File: src/rtl/rtm_seq_alu.sv
// Sequencer/ALU stage in front of the RTM register file.
// Runs each instruction through IDLE, READ, EXEC and WB, then writes back.
module rtm_seq_alu #(
    parameter int n = 16,
    parameter int k = 4
) (
    input  logic             clk,
    input  logic             rst_n,
    input  logic             instr_valid,
    output logic             instr_ready,
    input  logic [3*k+3:0]   instr,
    input  logic [n-1:0]     imm,
    input  logic [n-1:0]     rf_a,
    input  logic [n-1:0]     rf_b,
    output logic [n-1:0]     rf_x,
    output logic             rf_ld,
    output logic [k-1:0]     rf_d,
    output logic [k-1:0]     rf_sa,
    output logic [k-1:0]     rf_sb,
    output logic             flag_z,
    output logic             flag_c,
    output logic             done,
    output logic             illegal
);

    typedef enum logic [1:0] {
        S_IDLE,
        S_READ,
        S_EXEC,
        S_WB
    } state_t;

    localparam logic [3:0] OP_NOP = 4'h0;
    localparam logic [3:0] OP_ADD = 4'h1;
    localparam logic [3:0] OP_SUB = 4'h2;
    localparam logic [3:0] OP_AND = 4'h3;
    localparam logic [3:0] OP_OR  = 4'h4;
    localparam logic [3:0] OP_XOR = 4'h5;
    localparam logic [3:0] OP_NOT = 4'h6;
    localparam logic [3:0] OP_SHL = 4'h7;
    localparam logic [3:0] OP_SHR = 4'h8;
    localparam logic [3:0] OP_MOV = 4'h9;
    localparam logic [3:0] OP_LDI = 4'hA;
    localparam logic [3:0] OP_CMP = 4'hB;

    state_t         state_q, state_d;
    logic [3:0]     op_q, op_d;
    logic [k-1:0]   d_q, d_d;
    logic [k-1:0]   sa_q, sa_d;
    logic [k-1:0]   sb_q, sb_d;
    logic [n-1:0]   imm_q, imm_d;
    logic [n-1:0]   a_q, a_d;
    logic [n-1:0]   b_q, b_d;
    logic [n-1:0]   res_q, res_d;
    logic           z_q, z_d;
    logic           c_q, c_d;
    logic           wr_q, wr_d;
    logic           ill_q, ill_d;

    logic [n:0]     sum;
    logic [n:0]     diff;
    logic [n-1:0]   alu_res;
    logic           alu_c;
    logic           alu_wr;
    logic           alu_upd;
    logic           alu_ill;

    assign sum  = {1'b0, a_q} + {1'b0, b_q};
    assign diff = {1'b0, a_q} - {1'b0, b_q};

    always_comb begin
        alu_res = '0;
        alu_c   = 1'b0;
        alu_wr  = 1'b1;
        alu_upd = 1'b1;
        alu_ill = 1'b0;
        unique case (op_q)
            OP_NOP: begin
                alu_wr  = 1'b0;
                alu_upd = 1'b0;
            end
            OP_ADD: begin
                alu_res = sum[n-1:0];
                alu_c   = sum[n];
            end
            OP_SUB: begin
                alu_res = diff[n-1:0];
                alu_c   = diff[n];
            end
            OP_AND: alu_res = a_q & b_q;
            OP_OR:  alu_res = a_q | b_q;
            OP_XOR: alu_res = a_q ^ b_q;
            OP_NOT: alu_res = ~a_q;
            OP_SHL: begin
                alu_res = {a_q[n-2:0], 1'b0};
                alu_c   = a_q[n-1];
            end
            OP_SHR: begin
                alu_res = {1'b0, a_q[n-1:1]};
                alu_c   = a_q[0];
            end
            OP_MOV: alu_res = a_q;
            OP_LDI: alu_res = imm_q;
            OP_CMP: begin
                alu_res = diff[n-1:0];
                alu_c   = diff[n];
                alu_wr  = 1'b0;
            end
            default: begin
                alu_wr  = 1'b0;
                alu_upd = 1'b0;
                alu_ill = 1'b1;
            end
        endcase
    end

    assign instr_ready = rst_n & (state_q == S_IDLE);

    always_comb begin
        state_d = state_q;
        op_d    = op_q;
        d_d     = d_q;
        sa_d    = sa_q;
        sb_d    = sb_q;
        imm_d   = imm_q;
        a_d     = a_q;
        b_d     = b_q;
        res_d   = res_q;
        z_d     = z_q;
        c_d     = c_q;
        wr_d    = wr_q;
        ill_d   = ill_q;
        unique case (state_q)
            S_IDLE: begin
                if (instr_valid && instr_ready) begin
                    op_d    = instr[3*k+3:3*k];
                    d_d     = instr[3*k-1:2*k];
                    sa_d    = instr[2*k-1:k];
                    sb_d    = instr[k-1:0];
                    imm_d   = imm;
                    state_d = S_READ;
                end
            end
            S_READ: begin
                a_d     = rf_a;
                b_d     = rf_b;
                state_d = S_EXEC;
            end
            S_EXEC: begin
                // NOP and reserved ops leave result and flags untouched
                if (alu_upd) begin
                    res_d = alu_res;
                    z_d   = (alu_res == '0);
                    c_d   = alu_c;
                end
                wr_d    = alu_wr;
                ill_d   = alu_ill;
                state_d = S_WB;
            end
            S_WB: begin
                wr_d    = 1'b0;
                ill_d   = 1'b0;
                state_d = S_IDLE;
            end
            default: state_d = S_IDLE;
        endcase
    end

    always_ff @(posedge clk or negedge rst_n) begin
        if (!rst_n) begin
            state_q <= S_IDLE;
            op_q    <= '0;
            d_q     <= '0;
            sa_q    <= '0;
            sb_q    <= '0;
            imm_q   <= '0;
            a_q     <= '0;
            b_q     <= '0;
            res_q   <= '0;
            z_q     <= 1'b0;
            c_q     <= 1'b0;
            wr_q    <= 1'b0;
            ill_q   <= 1'b0;
        end else begin
            state_q <= state_d;
            op_q    <= op_d;
            d_q     <= d_d;
            sa_q    <= sa_d;
            sb_q    <= sb_d;
            imm_q   <= imm_d;
            a_q     <= a_d;
            b_q     <= b_d;
            res_q   <= res_d;
            z_q     <= z_d;
            c_q     <= c_d;
            wr_q    <= wr_d;
            ill_q   <= ill_d;
        end
    end

    assign rf_x    = res_q;
    assign rf_d    = d_q;
    assign rf_sa   = sa_q;
    assign rf_sb   = sb_q;
    assign flag_z  = z_q;
    assign flag_c  = c_q;
    assign done    = (state_q == S_WB);
    assign rf_ld   = (state_q == S_WB) & wr_q;
    assign illegal = (state_q == S_WB) & ill_q;

endmodule

File: config.mk
export PLATFORM = sky130hd
export DESIGN_NAME = rtm_seq_alu
export DESIGN_NICKNAME = d
export VERILOG_FILES = /design/src/rtl/rtm_seq_alu.sv
export SDC_FILE = /design/constraint.sdc
export NUM_CORES = 1
export LEC_CHECK = 0
export BUFFER_PORTS_ARGS = -buffer_cell sky130_fd_sc_hd__clkbuf_2
export CORE_MARGIN = 10
export CORE_UTILIZATION = 60
export CTS_BUF_LIST = sky130_fd_sc_hd__clkbuf_4
export DETAILED_ROUTE_END_ITERATION = 16
export PLACE_DENSITY = 0.85
export SETUP_SLACK_MARGIN = 0.4
export SYNTH_ARGS = -nofsm -noshare
export SYNTH_HDL_FRONTEND = slang
export SYNTH_SLANG_ARGS = --single-unit
File: constraint.sdc
create_clock -name clk -period 3.64 [get_ports clk]
set_clock_uncertainty 0.1 [all_clocks]
set_input_delay 0.728 -clock clk [delete_from_list [all_inputs] [get_ports clk]]
set_output_delay 0.728 -clock clk [all_outputs]
set_load 0.005 [all_outputs]
==> Word level (Yosys, flattened, before mapping) <==
Cells that the tools add are included.
{ "op_classes": {"reduce_logical": 11, "eq_ne": 15, "bitwise_logic": 7, "muxes": 9, "add_sub_neg": 2} }
{ "op_table": {"columns": ["op", "n"], "rows": [
  ["$pmux 16 s10", 1],
  ["$add 16x16->17", 1],
  ["$sub 16x16->17", 1],
  ["$and 16x16->16", 1],
  ["$eq 4x3->1 const B", 4],
  ["$eq 4x4->1 const B", 4],
  ["$logic_not 16->1", 1],
  ["$not 16->16", 1],
  ["$or 16x16->16", 1],
  ["$xor 16x16->16", 1],
  ["$reduce_or 12->1", 1],
  ["$reduce_or 11->1", 1],
  ["$reduce_or 10->1", 1],
  ["$eq 4x2->1 const B", 2],
  ["$pmux 2 s4", 1],
  ["$eq 2x2->1 const B", 2],
  ["$eq 4x1->1 const B", 1],
  ["$logic_not 4->1", 1],
  ["$pmux 1 s2", 2],
  ["$pmux 1 s4", 1],
  ["$reduce_and 2->1", 2],
  ["$and 1x1->1", 3],
  ["$mux 1", 3],
  ["$eq 2x1->1 const B", 1],
  ["other kinds (6)", 6]
]} }
{ "totals": {"inputBits": 67, "out_inout_bits": 34, "elab_cells": 57, "register_bits": 86} }

==> Longest topological paths before layout <==
Gate-level depths: netlist of run 1.
{ "logic_depth": {"ltp_word": 5, "depth_mapped": 13, "mapped_depth_nobuf": 13} }

==> Worst setup path after synthesis of run 1 <==
Ideal clock, no wire load.
{ "synth_path": {"path_type": "register -> register", "from": "reg a_q[1]", "to": "reg res_q[13], in the netlist rf_x[13]", "t_arrival_ps": 2708, "path_buffers": 0, "slack_ps": 708, "setup_ps": 125, "synth_period_minus_slack_ps": 2932, "stages_incl_launch_ff": 12, "t_required_ps": 3415, "path_cell_list": "dfrtp_1 > inv_1 > ha_1 > o21ba_2 > or4_1 > and2_1 > a211oi_1 > o311ai_1 > a21o_1 > mux2i_1 > o21ai_1 > mux2_2"} }
{ "synth_via": {"elab_chain_len": 2, "word_cells_on_any_way": 3, "classes_between": "add/sub (2); mux (1)"} }
{ "synth_lines": {"columns": ["item", "line", "text"], "rows": [
  ["from (decl)", "52", "logic [n-1:0] a_q, a_d;"],
  ["from (signal assigned)", "177", "a_q <= '0;"],
  ["from (signal assigned)", "191", "a_q <= a_d;"],
  ["$sub 16x16->17 / $add 16x16->17 (equally long branches)", "69, 68", null],
  ["$pmux 16 s10 (*)", "77", "unique case (op_q)"],
  ["to (signal assigned)", "193", "res_q <= res_d;"],
  ["to (decl)", "54", "logic [n-1:0] res_q, res_d;"]
]} }
Mark *: on every way between the ends. The rest lies on a longest branch, timed or not.
A chain may end at the register's enable or synchronous reset.

==> Final worst setup path of run 1 <==
{ "layout_path": {"from": "reg a_q[0]", "to": "reg z_q, in the netlist flag_z"} }
{ "layout_via": {"elab_chain_len": 3, "word_cells_on_any_way": 8, "classes_between": "add/sub (2); mux (1); bitwise (4); reduce/logical (1)"} }
{ "layout_lines": {"columns": ["item", "line", "text"], "rows": [
  ["$sub 16x16->17, or another cell as far along", "69", "assign diff = {1'b0, a_q} - {1'b0, b_q};"],
  ["$pmux 16 s10 (*)", "77", null],
  ["$logic_not 16->1 (*)", "153", "z_d = (alu_res == '0);"],
  ["to (signal assigned)", "194", "z_q <= z_d;"],
  ["to (decl)", "55", "logic z_q, z_d;"]
]} }
Marked as above.

==> results of run 1 <==
==> cell usage after synthesis, types with 8 or more instances <==
cell type | n | area (um2)
a21oi_1 | 40 | 200
nor3_1 | 11 | 55.1
ha_1 | 55 | 688
a31oi_1 | 11 | 68.8
o22ai_1 | 10 | 62.6
o211ai_1 | 14 | 105
inv_1 | 54 | 203
a21o_1 | 8 | 60.1
nand3_1 | 19 | 95.1
o21ai_0 | 58 | 290
nor2b_1 | 16 | 100
nand2b_1 | 16 | 100
buf_2 | 12 | 60.1
nor2_1 | 43 | 161
dfrtp_1 | 86 | 2150
clkbuf_1 | 33 | 124
mux2_2 | 44 | 495
a22oi_1 | 8 | 60.1
mux2i_1 | 10 | 100
nand2_1 | 74 | 278
==> through the flow <==
| stage | utilization [%] | setup slack, ns | cell area (um2) |
|---|---|---|---|
| 3_3_place_gp | 68.7 | 0.251 | 7480 |
| 6_report | 73.3 | 0.344 | 7980 |
| 2_1_floorplan | - | 0.708 | 6710 |
| 3_5_place_dp | 68.7 | 0.178 | 7480 |
| 4_1_cts | 70.4 | 0.342 | 7670 |
| 5_1_grt | 73.3 | 0.216 | 7980 |
==> critical path: cells and delay by family, from the launching register on <==
family	cells	cell delay, ns
DFF	1	0.45
adders and majority gates	2	0.43
AOI/OAI and AO/OA	5	1.10
and+or+nand+nor	4	0.84
buffers and inverters	3	0.32
==> worst max path at each step <==
stage,slack [ns],cells after the start,startpoint,end
2_1_floorplan,0.71,11,a_q[1],rf_x[13]
3_3_place_gp,0.25,11,a_q[2],flag_z
3_5_place_dp,0.18,11,a_q[2],flag_z
4_1_cts,0.34,13,a_q[0],flag_z
5_1_grt,0.22,13,a_q[0],flag_z
6_report,0.34,14,a_q[0],flag_z
==> cell type report <==
| type | count | area share, % |
|---|---|---|
| clock inverter | 5 | 0.439 |
| multi-input combinational | 577 | 55.2 |
| inverter | 54 | 2.54 |
| timing repair buffer | 154 | 11.5 |
| tap | 140 | 2.20 |
| sequential | 86 | 27.0 |
| clock buffer | 11 | 1.04 |
==> cells in the final DEF, fill, tap and decap left out, drive strengths merged, types with 6 or more instances in the layout <==
cell and n:
mux2 45, a21oi 40, a221oi 8, a22oi 8
a221o 6, nand2 74, mux2i 10, buf 55
o21ai 62, dfrtp 86, o221ai 7, ha 55
clkbuf 110, nor2b 16, a22o 6, or3 6
o211ai 14, a32oi 6, nand2b 16, and2 7
nor2 43, a211oi 7, nor3 11, nand3 19
inv 55, a21o 8, o22ai 10, o32ai 6
a31oi 11
==> layer usage <==
metal,GRT usage [%],wire [um]
met5,0,0
met4,11.2,859
met3,9.40,2660
met2,45.0,10900
met1,36.2,9380
==> logic make-up (layout without fill, tap and decap cells) <==
| logic type | after synthesis | in the layout | share of synthesized area, % |
|---|---|---|---|
| flops | 86 | 86 | 32.1 |
| buf+inv | 105 | 224 | 6.32 |
| fa+ha+maj | 57 | 57 | 10.9 |
| simple gates | 217 | 217 | 15.8 |
| xor+xnor | 3 | 3 | 0.392 |
| mux | 56 | 56 | 9.44 |
| compound gates | 244 | 244 | 25.1 |
==> sequential cells by signal, indices dropped and copies added (netlist names) <==
name     flops
wr_q         1
state_q      2
flag_c       1
rf_x        16
b_q         16
imm_q       16
rf_d         4
rf_sa        4
a_q         16
ill_q        1
rf_sb        4
op_q         4
flag_z       1
==> what timing repair did <==
action / CTS / global route
setup endpoints to repair: 5 / 7
buffers inserted: 1 / 13
pin swaps: 1 / 16
gates resized for setup: 12 / 46
==> impl_metrics.toml, run 1 <==
[status]
status = "finished, final reports clean"

[timing]
hold_violations = 0
post-route-period-util_pct = 90.6
finalSetupViolations = 0
slew-limit-headroom_pct = 28.5
setup_tns_ns = 0
rsz0062_at_grt = "true"
fmax_ghz = 0.303
worstMarginPinSlew_ns = 1.07
min_period_ns = 3.30
holdWs_ns = 0.0723
report.final.slew_viol_count = 0

[layout]
antenna_cells = 0
fillers = 811
syn2layout_area_growth_pct = 18.9
stdcell_count = 1027
layout.area.seq_um2 = 2160
drive_gt1_share_pct = 30.9
final_nets = 1006
multi_input_area_um2 = 4400

[yosys]
synth_seq_area_share_pct = 32.1
yosysWarnings = 0
syn_inst = 768
ys_async_sr_fraction_pct = 100
synth-edff-count = 0
syn-cell-area_um2 = 6710
avgSynthCellArea_um2 = 8.73
synth-seq-cells = 86
ys_types = 73
syn-num-nets = 892
synthFlopType = "dfrtp_1"

[worst_setup_path]
cp.arrival_ns = 3.59
crit_slowest_cell = "dfrtp_1"
cp_max_fo = 4
crit_path_start_kind = "flip-flop"
r2r_slack_ns = 0.34
reg2reg_from = "a_q[0]"
cp.required_ns = 3.93
critical_path.cell_chain = "inv_2 > ha_4 > inv_2 > fa_2 > nand2b_4 > a221oi_4 > buf_4 > o22ai_2 > or2_2 > a221oi_1 > o32ai_1 > nor4b_2 > nand4_1 > o31ai_2"
end_kind = "flip-flop"
r2r_end = "flag_z"
slowest_delay_ns = 0.45
path_class = "reg2reg"
r2r_cells = 14
crit_top_cell = "inv_2"

[detailed_routing]
viasPerCell = 6.66
first_iter_violations = 863
drc = 0
dr.pass1.iters = 6
avgRoutedWirePerCell_um = 23.2
wl_um = 23800
vias = 6838
detail-route-antenna-nets = 0

[placed_design]
dpl.cell_count = 997
gp_congestion = 0.993
hpwl_um = 18100
io_buffers = 100

[clock_network]
clock_latency_ns = 0.47
cts_root_buffer = "clkbuf_4"
cts_tree = "done"
clock-sinks = 86
clk_pin_slew_ns = 0.15
cts_max_level = 3
hold_buffers = 0
clk_path_buf_depth = 2
cts_buffers = 9

[global_route]
grt_max_degree = 65
grt_overflow = 0
grt_usage_pct = 28.8
grt_antenna_before_repair = 0
grt_pass1_wl_um = 37000
grt_pass1_vias = 6674

[die]
io_pins = 101
row_count = 38
die_height_um = 126
die_w_um = 126
design.core.area_um2 = 10900
start_util_pct = 61.6
dieArea_um2 = 15800

[run]
drv_cap = 0

[hold_path]
hold_class = "in2async"
Power of run 1 is not shown: default switching activity piles up to over one toggle a cycle in this logic, so the estimate is an artifact.
==> run 2: changes to the inputs <==
--- a/config.mk
+++ b/config.mk
@@ -10,6 +10,7 @@
 export CORE_UTILIZATION = 60
 export CTS_BUF_LIST = sky130_fd_sc_hd__clkbuf_4
 export DETAILED_ROUTE_END_ITERATION = 16
+export MAX_ROUTING_LAYER = met4
 export PLACE_DENSITY = 0.85
 export SETUP_SLACK_MARGIN = 0.4
 export SYNTH_ARGS = -nofsm -noshare
==> run 2 against run 1 <==
  * Via count fell by 0.61%
  * Flip-flop and latch count is the same
  * First-iteration DRC count shrank 9.8%
  * Worst hold slack lost 0.019 ns
==> impl_metrics.toml, run 2 (synthesized netlist as in run 1, its figures left out) <==
[status]
status = "finished, final reports clean"

[placed_design]
io_buffers = 100
hpwl_um = 17900
gp_congestion = 1.04
place_area_um2 = 7480

[clock_network]
cts_tree = "done"
clk_pin_slew_ns = 0.16
hold_buffers = 0
clock_latency_ns = 0.51
cts_buffers = 9
clk_path_buf_depth = 2
cts_root_buffer = "clkbuf_4"
cts_max_level = 3
clock-sinks = 86

[timing]
worstMarginPinSlew_ns = 1.07
min_period_ns = 3.18
finalSetupViolations = 0
report.final.slew_viol_count = 0
rsz0062_at_grt = "true"
holdWs_ns = 0.0532
post-route-period-util_pct = 87.3
slew-limit-headroom_pct = 28.4
setup_tns_ns = 0
hold_violations = 0
fmax_ghz = 0.315

[worst_setup_path]
cp.arrival_ns = 3.49
path_class = "reg2reg"
cp_max_fo = 3
crit_path_start_kind = "flip-flop"
end_kind = "flip-flop"
cp.required_ns = 3.96

[detailed_routing]
vias = 6796
drc = 0
wl_um = 23400
dr.pass1.iters = 5
avgRoutedWirePerCell_um = 22.9
detail-route-antenna-nets = 0
first_iter_violations = 778
viasPerCell = 6.66

[die]
die_height_um = 126
dieArea_um2 = 15800
io_pins = 101
row_count = 38
start_util_pct = 61.6
die_w_um = 126
design.core.area_um2 = 10900

[layout]
final_common_cell = "clkbuf_2"
layout.area.seq_um2 = 2160
drive_gt1_share_pct = 30.7
layout_common_cells = "clkbuf_2, dfrtp_1, nand2_1"
fillers = 818
fin_area_um2 = 7980
syn2layout_area_growth_pct = 19.0
layout.core_utilization_pct = 73.3
antenna_cells = 0
multi_input_area_um2 = 4390
final_nets = 999

[global_route]
grt_antenna_before_repair = 0
grt_pass1_vias = 6613
grt_usage_pct = 28.9
grt_overflow = 0
grt_pass1_wl_um = 36100
grt_max_degree = 65

[hold_path]
hold_class = "in2async"

[run]
drv_cap = 0
## run 2: routing by layer
layer | vias up | wire length, um | track usage [%]
met1 | 3258 | 9480 | 37.0
li1 | 3018 | - | -
met5 | - | 0 | -
met3 | 65 | 2430 | 4.78
met4 | 0 | 689 | 10.4
met2 | 455 | 10800 | 45.2
## run 2: worst max-delay path, cell delays in order, from the launching register on
cell	delay, ns
dfrtp_1	0.46
ha_2	0.22
inv_1	0.07
fa_2	0.26
nor2b_4	0.07
o31ai_4	0.24
nor2b_4	0.29
mux2i_1	0.10
or4_4	0.49
nand4bb_4	0.24
nor4_4	0.16
nand4_1	0.17
o31ai_2	0.24
## run 2: worst paths after layout
path / startpoint / end / slack (ns) / depth (start not counted)
min reg2reg: rf_x[7] / rf_x[7] / 0.40 / 2
min: rst_n / rf_x[4] / 0.05 / 1
max in group asynchronous: rst_n / op_q[3] / 2.27 / 2
min in group clk: rf_a[14] / a_q[14] / 0.32 / 3
max: b_q[0] / flag_z / 0.46 / 12
max reg2reg: b_q[0] / flag_z / 0.46 / 12
## run 2: layout make-up
type,count,share of cell area (%)
repair buffers,147,11.0
multi-input cells,577,55.0
flip-flops and latches,86,27.1
inverters,54,2.54
clock buffers,9,0.847
well taps,140,2.20
clock inverters,7,1.29
## run 2: what timing repair did
item                       in CTS  in global routing
setup buffers                   7                  2
setup endpoints to repair       5                  4
pin swaps                      11                 12
gates resized for setup        29                 30
## run 2: through the flow
stage	worst slack, ns	instances
2_1_floorplan	0.708	768
3_3_place_gp	0.256	995
3_5_place_dp	0.160	995
4_1_cts	0.354	1018
5_1_grt	0.367	1020
6_report	0.463	1020
Power of run 2 is left out for the same reason.
==> run 3: changes to the inputs <==
--- a/config.mk
+++ b/config.mk
@@ -6,8 +6,10 @@
 export NUM_CORES = 1
 export LEC_CHECK = 0
 export BUFFER_PORTS_ARGS = -buffer_cell sky130_fd_sc_hd__clkbuf_2
+export CELL_PAD_IN_SITES_DETAIL_PLACEMENT = 1
+export CELL_PAD_IN_SITES_GLOBAL_PLACEMENT = 1
 export CORE_MARGIN = 10
-export CORE_UTILIZATION = 60
+export CORE_UTILIZATION = 45
 export CTS_BUF_LIST = sky130_fd_sc_hd__clkbuf_4
 export DETAILED_ROUTE_END_ITERATION = 16
 export MAX_ROUTING_LAYER = met4
==> run 3 against run 2 <==
  * Die area is 28% higher
  * Final cell count is 6.9% higher
  * Flip-flop and latch count stayed put
  * Largest cell class unchanged
  * Sequential share of layout area is 0.82 points lower
  * Critical endpoint is now flag_c
  * Fmax is 5.2% lower
  * Worst hold slack better by 0.18 ns
==> impl_metrics.toml, run 3 (synthesized netlist as in run 1, its figures left out) <==
[timing]
hold_violations = 0
fmax_ghz = 0.299
rsz0062_at_grt = "true"
slew-limit-headroom_pct = 27.8
report.final.slew_viol_count = 0
setup_ws_ns = 0.290
finalSetupViolations = 0
post-route-period-util_pct = 92.0
min_period_ns = 3.35
holdWs_ns = 0.233
setup_tns_ns = 0
worstMarginPinSlew_ns = 1.08

[detailed_routing]
dr.pass1.iters = 5
avgRoutedWirePerCell_um = 25.3
viasPerCell = 6.25
detail-route-antenna-nets = 0
first_iter_violations = 556
vias = 6816
wl_um = 27600
drc = 0

[global_route]
grt_overflow = 0
grtUsageMet2_pct = 44.0
busiest_layer = "met2"
grt_max_degree = 65
grt_usage_pct = 27.5
met3_usage_pct = 5.57
grt_pass1_wl_um = 42200
grt_antenna_before_repair = 1
grt_pass1_vias = 7162
grt_util_met1_pct = 34.8

[worst_setup_path]
path_class = "reg2reg"
cp.required_ns = 3.94
cp.arrival_ns = 3.65
reg2reg_from = "b_q[1]"
path_delay_family = "compound AO/OA/AOI/OAI gates"
crit_slowest_cell = "or4_4"
end_kind = "flip-flop"
crit_buf_inv = 1
crit_path_start_kind = "flip-flop"
slowest_delay_ns = 0.45
critical_path.cell_chain = "inv_2 > ha_1 > o21ba_2 > or4_4 > and2_1 > a211oi_2 > o311ai_1 > a31oi_1 > or3_1 > o311ai_0 > a32o_1"
cp_max_fo = 5
critical_path.startpoint = "b_q[1]"

[power]
p_int_mw = 4.83
p_sw_mw = 5.27
power.share.clock_pct = 7.0
seq_power_share_pct = 18.7
ir_drop_mv = 0.524
p_leak_nw = 3.72
p_comb_share_pct = 74.3
power_density_nw_per_um2 = 1230
swShare_pct = 52.2

[clock_network]
clk_path_buf_depth = 2
clock_latency_ns = 0.50
cts_root_buffer = "clkbuf_4"
hold_buffers = 0
cts_tree = "done"
clock-sinks = 86
cts_buffers = 9
clk_pin_slew_ns = 0.19
cts_max_level = 3

[placed_design]
gp_congestion = 0.915
hpwl_um = 21200
io_buffers = 100
dp_slack_ns = 0.0634

[die]
io_pins = 101
start_util_pct = 46.0
die_height_um = 142
design.core.area_um2 = 14600
die_w_um = 142
dieArea_um2 = 20200
row_count = 44

[layout]
final_nets = 1024
final_common_cell = "clkbuf_2"
drive_gt1_share_pct = 31.8
syn2layout_area_growth_pct = 22.4
layout_common_cells = "clkbuf_2, dfrtp_1, nand2_1"

[status]
status = "finished, final reports clean"

[run]
drv_cap = 0

[hold_path]
hold_class = "in2async"
[run 3: cell types whose count changed in the layout (fill, tap and decap cells not counted), sizes merged]
cell / delta
buf: +25
inv: -2
diode: +1
clkinvlp: +1
clkinv: +1
[run 3: power groups by stage]
| stage | logic, mW | clock network [mW] | registers (mW) |
|---|---|---|---|
| 2_1_floorplan | 4.26 | 0 | 1.74 |
| 3_3_place_gp | 6.54 | 0 | 1.86 |
| 3_5_place_dp | 6.70 | 0 | 1.91 |
| 4_1_cts | 7.13 | 0.726 | 1.88 |
| 5_1_grt | 8.04 | 0.760 | 1.95 |
| 6_report | 7.50 | 0.705 | 1.89 |
[run 3: per-stage QoR]
stage | utilization [%] | instance area (um2) | cells | power, mW
after detailed placement | 52.8 | 7710 | 1061 | 8.61
after CTS | 55.4 | 8090 | 1085 | 9.74
after global routing | 56.3 | 8210 | 1090 | 10.7
after global placement | 52.8 | 7710 | 1061 | 8.40
final | 56.3 | 8210 | 1090 | 10.1
after floorplan | - | 6710 | 768 | 6.00
[run 3: timing repair]
item	in CTS	in global routing
gates resized for setup	35	17
pin swaps	9	8
setup buffers	8	4
setup endpoints to repair	6	6
[run 3: final cells by class]
| cell class | count | area, um2 |
|---|---|---|
| Fill cell | 1725 | 6380 |
| Antenna cell | 1 | 2.50 |
| Inverter | 54 | 203 |
| Clock buffer | 9 | 67.6 |
| Multi-Input combinational cell | 577 | 4370 |
| Timing Repair Buffer | 172 | 1080 |
| Clock inverter | 7 | 105 |
| Tap cell | 184 | 230 |
| Sequential cell | 86 | 2150 |
[run 3: worst reg2reg max path, delay by kind of cell, from the launching register on]
family / cells / cell delay [ns]
AO/OA/AOI/OAI: 6 / 1.52
AND/OR/NAND/NOR: 3 / 0.82
flip-flops: 1 / 0.42
adder cells (fa/ha/maj): 1 / 0.29
buffers and inverters: 1 / 0.13
[run 3: path summary, 6_finish.rpt]
path,to,slack [ns],depth (start not counted)
max,flag_c,0.29,11
max in group asynchronous,a_q[1],2.13,3
min,b_q[6],0.23,2
min in group clk,a_q[6],0.32,3
min reg2reg,rf_x[11],0.41,2
max reg2reg,flag_c,0.29,11
[run 3: layer usage]
metal  up-vias  part of all wire (%)
li1       3074                     -
met1      3438                    44
met2       271                    48
met3        33                   6.0
met4         0                   1.9
met5         -                     0
Note: power is estimated with default switching activity, not from simulation.
